===== src/rtl/uart_pkg.sv =====
// Shared types and constants for the UART transmit arbiter and the
// round-robin helpers that other shared-resource blocks reuse.
package uart_pkg;

    typedef enum logic [0:0] {
        IDLE = 1'b0,
        LOCK = 1'b1
    } arb_state_t;

    localparam int DATA_W_DEFAULT = 8;
    localparam int N_REQ_MAX      = 8;

    // Increment a requester index and wrap it back to zero at n.
    function automatic int unsigned rr_next(input int unsigned idx, input int unsigned n);
        if (idx + 32'd1 >= n) begin
            return 32'd0;
        end else begin
            return idx + 32'd1;
        end
    endfunction

endpackage


===== src/rtl/rr_pick.sv =====
// Combinational round-robin picker: finds the first set request bit at or
// after ptr, wrapping modulo N. Reusable by any shared-resource arbiter.
module rr_pick #(
    parameter int N = 4
) (
    input  logic [N-1:0]         req,
    input  logic [$clog2(N)-1:0] ptr,
    output logic [$clog2(N)-1:0] idx,
    output logic                 any
);

    localparam int IDX_W = $clog2(N);

    int pos;

    // Scan from farthest to nearest so the request closest to ptr is written last and wins.
    always_comb begin
        idx = '0;
        pos = 0;
        any = |req;
        for (int k = N - 1; k >= 0; k--) begin
            pos = (int'(ptr) + k) % N;
            idx = req[IDX_W'(pos)] ? IDX_W'(pos) : idx;
        end
    end

endmodule


===== src/rtl/uart_tx_arbiter.sv =====
// Round-robin arbiter in front of the single UART transmitter. A grant is
// held for a whole message (or up to MAX_BURST bytes) so messages from
// different producers never interleave; the byte path to the transmitter
// is registered.
module uart_tx_arbiter
    import uart_pkg::*;
#(
    parameter int N_REQ     = 4,
    parameter int DATA_W    = DATA_W_DEFAULT,
    parameter int MAX_BURST = 16
) (
    input  logic                      clk,
    input  logic                      rst,
    input  logic [N_REQ-1:0]          req_valid,
    input  logic [N_REQ*DATA_W-1:0]   req_data,
    input  logic [N_REQ-1:0]          req_last,
    output logic [N_REQ-1:0]          req_ready,
    output logic                      tx_valid,
    output logic [DATA_W-1:0]         tx_data,
    input  logic                      tx_ready,
    output logic [$clog2(N_REQ)-1:0]  grant_id,
    output logic                      busy
);

    localparam int PTR_W = $clog2(N_REQ);
    localparam int BC_W  = $clog2(MAX_BURST + 1);
    localparam logic [BC_W-1:0] BURST_CAP = BC_W'(MAX_BURST);

    arb_state_t         state_q, state_d;
    logic [PTR_W-1:0]   rr_ptr_q, rr_ptr_d;
    logic [PTR_W-1:0]   grant_q, grant_d;
    logic [BC_W-1:0]    burst_cnt_q, burst_cnt_d;
    logic               tx_valid_q, tx_valid_d;
    logic [DATA_W-1:0]  tx_data_q, tx_data_d;

    logic [PTR_W-1:0]   pick_idx_s;
    logic               pick_any_s;
    logic               slot_free_s;
    logic               accept_s;
    logic               msg_end_s;
    logic [BC_W-1:0]    burst_inc_s;
    logic [DATA_W-1:0]  sel_data_s;

    rr_pick #(.N(N_REQ)) u_pick (
        .req (req_valid),
        .ptr (rr_ptr_q),
        .idx (pick_idx_s),
        .any (pick_any_s)
    );

    // Granted-requester mux and handshake decode; the output slot is free when empty or draining.
    always_comb begin
        sel_data_s  = req_data[int'(grant_q) * DATA_W +: DATA_W];
        slot_free_s = !tx_valid_q || tx_ready;
        accept_s    = (state_q == LOCK) && req_valid[grant_q] && slot_free_s;
        burst_inc_s = burst_cnt_q + BC_W'(1);
        msg_end_s   = req_last[grant_q] || (burst_inc_s == BURST_CAP);
    end

    // State register.
    always_ff @(posedge clk or posedge rst) begin
        if (rst) begin
            state_q <= IDLE;
        end else begin
            state_q <= state_d;
        end
    end

    // Next state: grab on any request, release on last byte or burst cap.
    always_comb begin
        state_d = state_q;
        case (state_q)
            IDLE: begin
                if (pick_any_s) begin
                    state_d = LOCK;
                end else begin
                    state_d = IDLE;
                end
            end
            LOCK: begin
                if (accept_s && msg_end_s) begin
                    state_d = IDLE;
                end else begin
                    state_d = LOCK;
                end
            end
            default: state_d = IDLE;
        endcase
    end

    // FSM outputs: only the granted requester sees ready, and only when the slot can take a byte.
    always_comb begin
        req_ready = '0;
        busy      = (state_q == LOCK);
        if (state_q == LOCK) begin
            req_ready[grant_q] = slot_free_s;
        end else begin
            req_ready = '0;
        end
    end

    // Grant, pointer and burst bookkeeping.
    always_comb begin
        grant_d     = grant_q;
        rr_ptr_d    = rr_ptr_q;
        burst_cnt_d = burst_cnt_q;
        if ((state_q == IDLE) && pick_any_s) begin
            grant_d     = pick_idx_s;
            burst_cnt_d = '0;
        end else if (accept_s) begin
            burst_cnt_d = burst_inc_s;
            if (msg_end_s) begin
                rr_ptr_d = PTR_W'(rr_next(32'(grant_q), unsigned'(N_REQ)));
            end else begin
                rr_ptr_d = rr_ptr_q;
            end
        end else begin
            burst_cnt_d = burst_cnt_q;
        end
    end

    // Output register: load on accept (replacing a draining byte), clear once drained.
    always_comb begin
        tx_valid_d = tx_valid_q;
        tx_data_d  = tx_data_q;
        if (accept_s) begin
            tx_valid_d = 1'b1;
            tx_data_d  = sel_data_s;
        end else if (tx_valid_q && tx_ready) begin
            tx_valid_d = 1'b0;
            tx_data_d  = '0;
        end else begin
            tx_valid_d = tx_valid_q;
        end
    end

    // Datapath registers.
    always_ff @(posedge clk or posedge rst) begin
        if (rst) begin
            rr_ptr_q    <= '0;
            grant_q     <= '0;
            burst_cnt_q <= '0;
            tx_valid_q  <= 1'b0;
            tx_data_q   <= '0;
        end else begin
            rr_ptr_q    <= rr_ptr_d;
            grant_q     <= grant_d;
            burst_cnt_q <= burst_cnt_d;
            tx_valid_q  <= tx_valid_d;
            tx_data_q   <= tx_data_d;
        end
    end

    assign tx_valid = tx_valid_q;
    assign tx_data  = tx_data_q;
    assign grant_id = grant_q;

endmodule


===== config.mk =====
export PLATFORM = sky130hd
export DESIGN_NAME = uart_tx_arbiter
export DESIGN_NICKNAME = d
export VERILOG_FILES = /design/src/rtl/uart_pkg.sv /design/src/rtl/rr_pick.sv /design/src/rtl/uart_tx_arbiter.sv
export SDC_FILE = /design/constraint.sdc
export NUM_CORES = 1
export LEC_CHECK = 0
export CORE_ASPECT_RATIO = 1.4
export CORE_MARGIN = 4
export CORE_UTILIZATION = 43
export DETAILED_ROUTE_END_ITERATION = 8
export GPL_ROUTABILITY_DRIVEN = 0
export MAX_ROUTING_LAYER = met4
export PLACE_DENSITY = 0.83
export REMOVE_ABC_BUFFERS = 1
export SLEW_MARGIN = 0
export SYNTH_ARGS = -nofsm -noshare
export SYNTH_HDL_FRONTEND = slang
export SYNTH_SLANG_ARGS = --single-unit

===== constraint.sdc =====
create_clock -name clk -period 3.8 [get_ports clk]
set_clock_uncertainty 0.05 [all_clocks]
set_input_delay 0.76 -clock clk [delete_from_list [all_inputs] [get_ports clk]]
set_output_delay 0.76 -clock clk [all_outputs]
set_load 0.01 [all_outputs]

==> impl_metrics.env, run 1 <==
export IMPL_start_kind="primary input"
export IMPL_crit_slowest_cell="clkdlybuf4s50_1"
export IMPL_syn_avg_cell_area_um2=10.2
export IMPL_ys_seq_elements=19
export IMPL_crit_chain="clkdlybuf4s50_1, nand2b_1, and3_1, clkdlybuf4s50_1"
export IMPL_rows=22
export IMPL_io_pins=59
export IMPL_clockBufferDepth=2
export IMPL_areaGrowthSynthToFinish_pct=52.7
export IMPL_end_kind="output port"
export IMPL_synthDistinctLibCells=27
export IMPL_holdCritPathClass="flip-flop to flip-flop"
export IMPL_critical_path_max_stage_delay_ps=530
export IMPL_drt_vias_per_instance=5.30
export IMPL_cts_tree="built"
export IMPL_yosysTopAreaCell="dfrtp_1"
export IMPL_slew_violations=0
export IMPL_r2r_end="rr_ptr_q[0]"
export IMPL_hpwl_um=2810
export IMPL_design_area_um2=1860
export IMPL_hold_depth=2
export IMPL_multiInputGateArea_um2=704
export IMPL_first_pass_iters=4
export IMPL_power_total_mw=1.18
export IMPL_clk_pin_slew_worst_paths_ps=120
export IMPL_grt_pass1_wl_um=5800
export IMPL_ys_seq_area_share_pct=39.0
export IMPL_h_tree_depth=1
export IMPL_setup_viol=0
export IMPL_ant_nets=0
export IMPL_r2r_slack_ps=1830
export IMPL_maxSlewHeadroom_pct=50.5
export IMPL_antenna_found_initial=0
export IMPL_cts_resized=0
export IMPL_drcViolationCount=0
export IMPL_finalCritPeriodShare_pct=78.4
export IMPL_cts_num_sinks=19
export IMPL_yosys_warnings=0
export IMPL_vias=1145
export IMPL_insertion_delay_ps=300
export IMPL_min_from="tx_data[7]"
export IMPL_cap_violations=0
export IMPL_nets=229
export IMPL_synth_edf_count=0
export IMPL_die_width_um=53.0
export IMPL_p_per_area_nw_per_um2=634
export IMPL_outcome="finished, final reports clean"
export IMPL_syn_area_um2=1220
export IMPL_hold_slack_ps=462
export IMPL_cts_hold_buffers_added=0
export IMPL_path_max_fanout=7
export IMPL_root_buffer="clkbuf_4"
export IMPL_grt_setup_unrepaired="false"
export IMPL_start_util_pct=45.7
export IMPL_grt_overflow_total=0
export IMPL_hold_viol=0
export IMPL_tightest_slew_ps=742
export IMPL_synth_top_cell_area_share_pct=39.0
export IMPL_worstPathRequired_ps=2990
export IMPL_portBuffers=58
export IMPL_wl_um=3490
export IMPL_die_height_um=71.0
export IMPL_rr_worst_depth=5
export IMPL_cts_buffers=3
export IMPL_rr_startpoint="grant_id[1]"
export IMPL_irDropWorstVdd_mv=0.435
export IMPL_synth_area_top_cells="dfrtp_1 (39%), mux4_2 (18%), nand2_1 (9.2%)"
export IMPL_synth_flop_cell="dfrtp_1"
export IMPL_crit_arrival_ps=2170
export IMPL_drive_gt1_share_pct=11.1
export IMPL_cts_setup_buffers=0
export IMPL_placed_cell_area_um2=1840
export IMPL_drtIter0Drc=28
export IMPL_criticalPathCategory="primary input to output port"
export IMPL_avgRoutedWirePerCell_um=16.1
export IMPL_min_period_ps=2980
export IMPL_grt_max_degree=20
export IMPL_fill_cells=217
export IMPL_crit_top_cell="clkdlybuf4s50_1"
export IMPL_async_flop_share_pct=100
export IMPL_leakagePower_nw=0.797
export IMPL_grt_pass1_vias=1246
export IMPL_whs_endpoint="tx_data[7]"
export IMPL_yosys_top_cells_count="nand2_1 (30), dfrtp_1 (19), nand3_1 (12)"
export IMPL_clock_fmax_mhz=336
export IMPL_synth_most_common_cell="nand2_1"
export IMPL_fin_setup_tns_ps=0
export IMPL_postLayoutCoreUtil_pct=69.8
export IMPL_seq_area_um2=475
export IMPL_synthCells=120
export IMPL_core_area_um2=2670
export IMPL_dieArea_um2=3770
export IMPL_grtUsageTotal_pct=21.6
export IMPL_diodes=0
[cell families after synthesis]
logic type                 count (synthesis)  share of synthesized area (%)
and+or+nand+nor                           58                           22.9
DFF                                       19                           39.0
AOI/OAI and AO/OA                         14                           6.46
muxes                                     13                           21.1
buffers and inverters                      8                           3.28
adders and majority gates                  5                           5.13
xor gates and xnor gates                   3                           2.15
[sequential cells by signal, indices dropped and copies added (netlist names)]
signal and cells:
rr_ptr_q 2, tx_valid 1, burst_cnt_q 5, grant_id 2, tx_data 8, busy 1
[how the worst max path moves through the flow]
stage | startpoint | end | slack (ps) | cells past startpoint
finish | tx_ready | req_ready[1] | 820 | 4
global route | tx_ready | req_ready[1] | 750 | 4
CTS | tx_ready | req_ready[2] | 830 | 4
detailed placement | tx_ready | req_ready[2] | 830 | 4
global placement | tx_ready | req_ready[0] | 860 | 4
floorplan | grant_id[0] | req_ready[0] | 1690 | 3
[layer usage]
layer	up-vias	track usage [%]	share of wire, %
met1	547	23.1	36
li1	549	-	-
met5	-	-	0
met2	42	38.7	57
met3	7	4.63	5.2
met4	0	6.25	1.7
[metrics by stage]
step | std cells | setup WS [ps]
global route | 216 | 748
global placement | 212 | 862
CTS | 216 | 831
detailed placement | 212 | 830
floorplan | 116 | 1690
finish | 216 | 820
[cell usage in the layout (no fill, tap or decap), drive strengths merged]
| cell type | count |
|---|---|
| clkbuf | 3 |
| a21boi | 1 |
| nor3b | 1 |
| nand2b | 3 |
| a21oi | 4 |
| clkinv | 1 |
| inv | 4 |
| clkdlybuf4s50 | 58 |
| nor4 | 1 |
| mux2 | 2 |
| nand2 | 30 |
| buf | 2 |
| mux4 | 10 |
| o21ai | 8 |
| mux2i | 1 |
| ha | 5 |
| and3 | 5 |
| nand3 | 12 |
| xor2 | 3 |
| or2 | 1 |
| o31ai | 1 |
| nor2 | 4 |
| nand4b | 1 |
| dfrtp | 19 |
[power by group]
part | switching (mW) | total, mW | leakage (nW) | internal (mW)
combinational | 0.335 | 0.712 | 0.540 | 0.378
clock | 0.0648 | 0.104 | 0.0177 | 0.0393
sequential | 0.0758 | 0.364 | 0.239 | 0.288
[worst max-delay path: cells and delay by family]
family                 cells  cell delay [ps]
and+or+nand+nor            2              410
buffers and inverters      2             1000
[area by class of cell]
cell class | instances | area share (%)
Clock buffer | 3 | 1.21
Clock inverter | 1 | 0.269
Inverter | 4 | 0.806
Multi-Input combinational cell | 93 | 37.8
Sequential cell | 19 | 25.5
Tap cell | 36 | 2.42
Timing Repair Buffer | 60 | 32.0
(Power assumes the default switching activity.)
==> run 2: changes to the inputs <==
--- a/config.mk
+++ b/config.mk
@@ -7,11 +7,11 @@
 export LEC_CHECK = 0
 export CORE_ASPECT_RATIO = 1.4
 export CORE_MARGIN = 4
-export CORE_UTILIZATION = 43
+export CORE_UTILIZATION = 36
 export DETAILED_ROUTE_END_ITERATION = 8
 export GPL_ROUTABILITY_DRIVEN = 0
 export MAX_ROUTING_LAYER = met4
-export PLACE_DENSITY = 0.83
+export PLACE_DENSITY = 0.74
 export REMOVE_ABC_BUFFERS = 1
 export SLEW_MARGIN = 0
 export SYNTH_ARGS = -nofsm -noshare
==> constraint.sdc (replaced) <==
create_clock -name clk -period 2.65 [get_ports clk]
set_clock_uncertainty 0.05 [all_clocks]
set_input_delay 0.53 -clock clk [delete_from_list [all_inputs] [get_ports clk]]
set_output_delay 0.53 -clock clk [all_outputs]
set_load 0.01 [all_outputs]
==> impl_metrics.env, run 2 (same netlist as run 1, synthesis figures left out) <==
export IMPL_die_width_um=57.2
export IMPL_final_common_cell="clkdlybuf4s50_1"
export IMPL_power_total_mw=1.75
export IMPL_ant_nets=0
export IMPL_grt_overflow_total=0
export IMPL_cts_setup_buffers=0
export IMPL_clk_pin_slew_worst_paths_ps=70
export IMPL_leakagePower_nw=0.802
export IMPL_diodes=0
export IMPL_postLayoutSetupSlackWorst_ps=101
export IMPL_grtUsageTotal_pct=17.9
export IMPL_drt_vias_per_instance=5.26
export IMPL_h_tree_depth=1
export IMPL_vias=1153
export IMPL_cts_tree="built"
export IMPL_crit_top_cell="clkdlybuf4s50_1"
export IMPL_io_pins=59
export IMPL_worstPathRequired_ps=2070
export IMPL_rr_startpoint="grant_id[1]"
export IMPL_crit_start="tx_ready"
export IMPL_avgRoutedWirePerCell_um=16.5
export IMPL_dpl_cell_count=215
export IMPL_critical_path_max_stage_delay_ps=530
export IMPL_fin_setup_tns_ps=0
export IMPL_root_buffer="clkbuf_8"
export IMPL_grt_pass1_wl_um=5940
export IMPL_rr_worst_depth=4
export IMPL_crit_slowest_cell="clkdlybuf4s50_1"
export IMPL_tightest_slew_ps=739
export IMPL_fill_cells=298
export IMPL_r2r_end="rr_ptr_q[1]"
export IMPL_drcViolationCount=0
export IMPL_cp_num_buf_inv=2
export IMPL_instances_no_fill=219
export IMPL_start_util_pct=38.3
export IMPL_placed_cell_area_um2=1840
export IMPL_clock_fmax_mhz=392
export IMPL_end_kind="output port"
export IMPL_grt_max_degree=20
export IMPL_start_kind="primary input"
export IMPL_r2r_slack_ps=670
export IMPL_criticalPathCategory="primary input to output port"
export IMPL_rows=24
export IMPL_pre_cts_ws_ps=110
export IMPL_hold_viol=0
export IMPL_cts_resized=0
export IMPL_crit_cells=4
export IMPL_clockBufferDepth=2
export IMPL_design_area_um2=1880
export IMPL_drtIter0Drc=44
export IMPL_outcome="finished, final reports clean"
export IMPL_largest_reg_flops=8
export IMPL_antenna_found_initial=0
export IMPL_core_area_um2=3180
export IMPL_crit_arrival_ps=1970
export IMPL_endpoint="req_ready[0]"
export IMPL_min_period_ps=2550
export IMPL_drive_gt1_share_pct=10.6
export IMPL_wl_um=3610
export IMPL_die_height_um=76.9
export IMPL_nets=229
export IMPL_layout_common_cells="clkdlybuf4s50_1 (58), nand2_1 (30), dfrtp_1 (19), nand3_1 (12), mux4_2 (10)"
export IMPL_hpwl_um=2950
export IMPL_setup_viol=0
export IMPL_critical_path_top_delay_family="buffers and inverters"
export IMPL_areaGrowthSynthToFinish_pct=54.5
export IMPL_cts_num_sinks=19
export IMPL_grt_setup_unrepaired="false"
export IMPL_slew_violations=0
export IMPL_irDropWorstVdd_mv=0.644
export IMPL_portBuffers=58
export IMPL_crit_chain="clkdlybuf4s50_1, nand2b_1, and3_1, clkdlybuf4s50_1"
export IMPL_maxSlewHeadroom_pct=50.7
export IMPL_first_pass_iters=4
export IMPL_grt_pass1_vias=1207
export IMPL_cap_violations=0
export IMPL_cts_hold_buffers_added=0
export IMPL_insertion_delay_ps=260
export IMPL_holdCritPathClass="flip-flop to flip-flop"
export IMPL_path_max_fanout=7
export IMPL_cts_buffers=3
export IMPL_p_per_area_nw_per_um2=931
export IMPL_finalCritPeriodShare_pct=96.2
export IMPL_dieArea_um2=4400
## run 2: changes by cell type in the layout (fill, tap and decap cells not counted), sizes merged
cell    previous run  this run
clkbuf             3         4
clkinv             1         0
## run 2: how the worst min path moves through the flow
stage	end	depth (start not counted)	start
global route	tx_data[4]	2	tx_data[4]
global placement	tx_data[1]	2	tx_data[1]
CTS	tx_data[4]	2	tx_data[4]
finish	tx_data[4]	2	tx_data[4]
detailed placement	tx_data[4]	2	tx_data[4]
floorplan	burst_cnt_q[0]	1	rst
## run 2: tightest hold or removal path, cell delays in order (launching register included)
cell	delay (ps)
dfrtp_1	340
nand3_1	60
nand2_1	60
## run 2: cell type report
cell class / count / area (um^2) / share of cell area [%]
well taps: 39 / 48.8 / 2.59
multi-input cells: 93 / 704 / 37.4
repair buffers: 60 / 596 / 31.6
inverters: 4 / 15.0 / 0.797
flip-flops and latches: 19 / 475 / 25.2
clock buffers: 4 / 45.0 / 2.39
## run 2: layer usage
metal  GRT usage [%]  share of wire [%]
met1            19.7                 33
met2            31.1                 59
met3            2.69                5.3
met4            8.12                2.6
met5               -                  0
## run 2: report_power, final
group	internal, mW	total, mW	switching (mW)
registers	0.414	0.546	0.132
logic	0.539	1.00	0.463
clock network	0.107	0.205	0.0977
## run 2: through the flow
step	hold WS (ps)	util [%]
floorplan	431	-
global placement	431	57.8
detailed placement	433	57.8
CTS	451	59.2
global route	477	59.2
finish	446	59.2
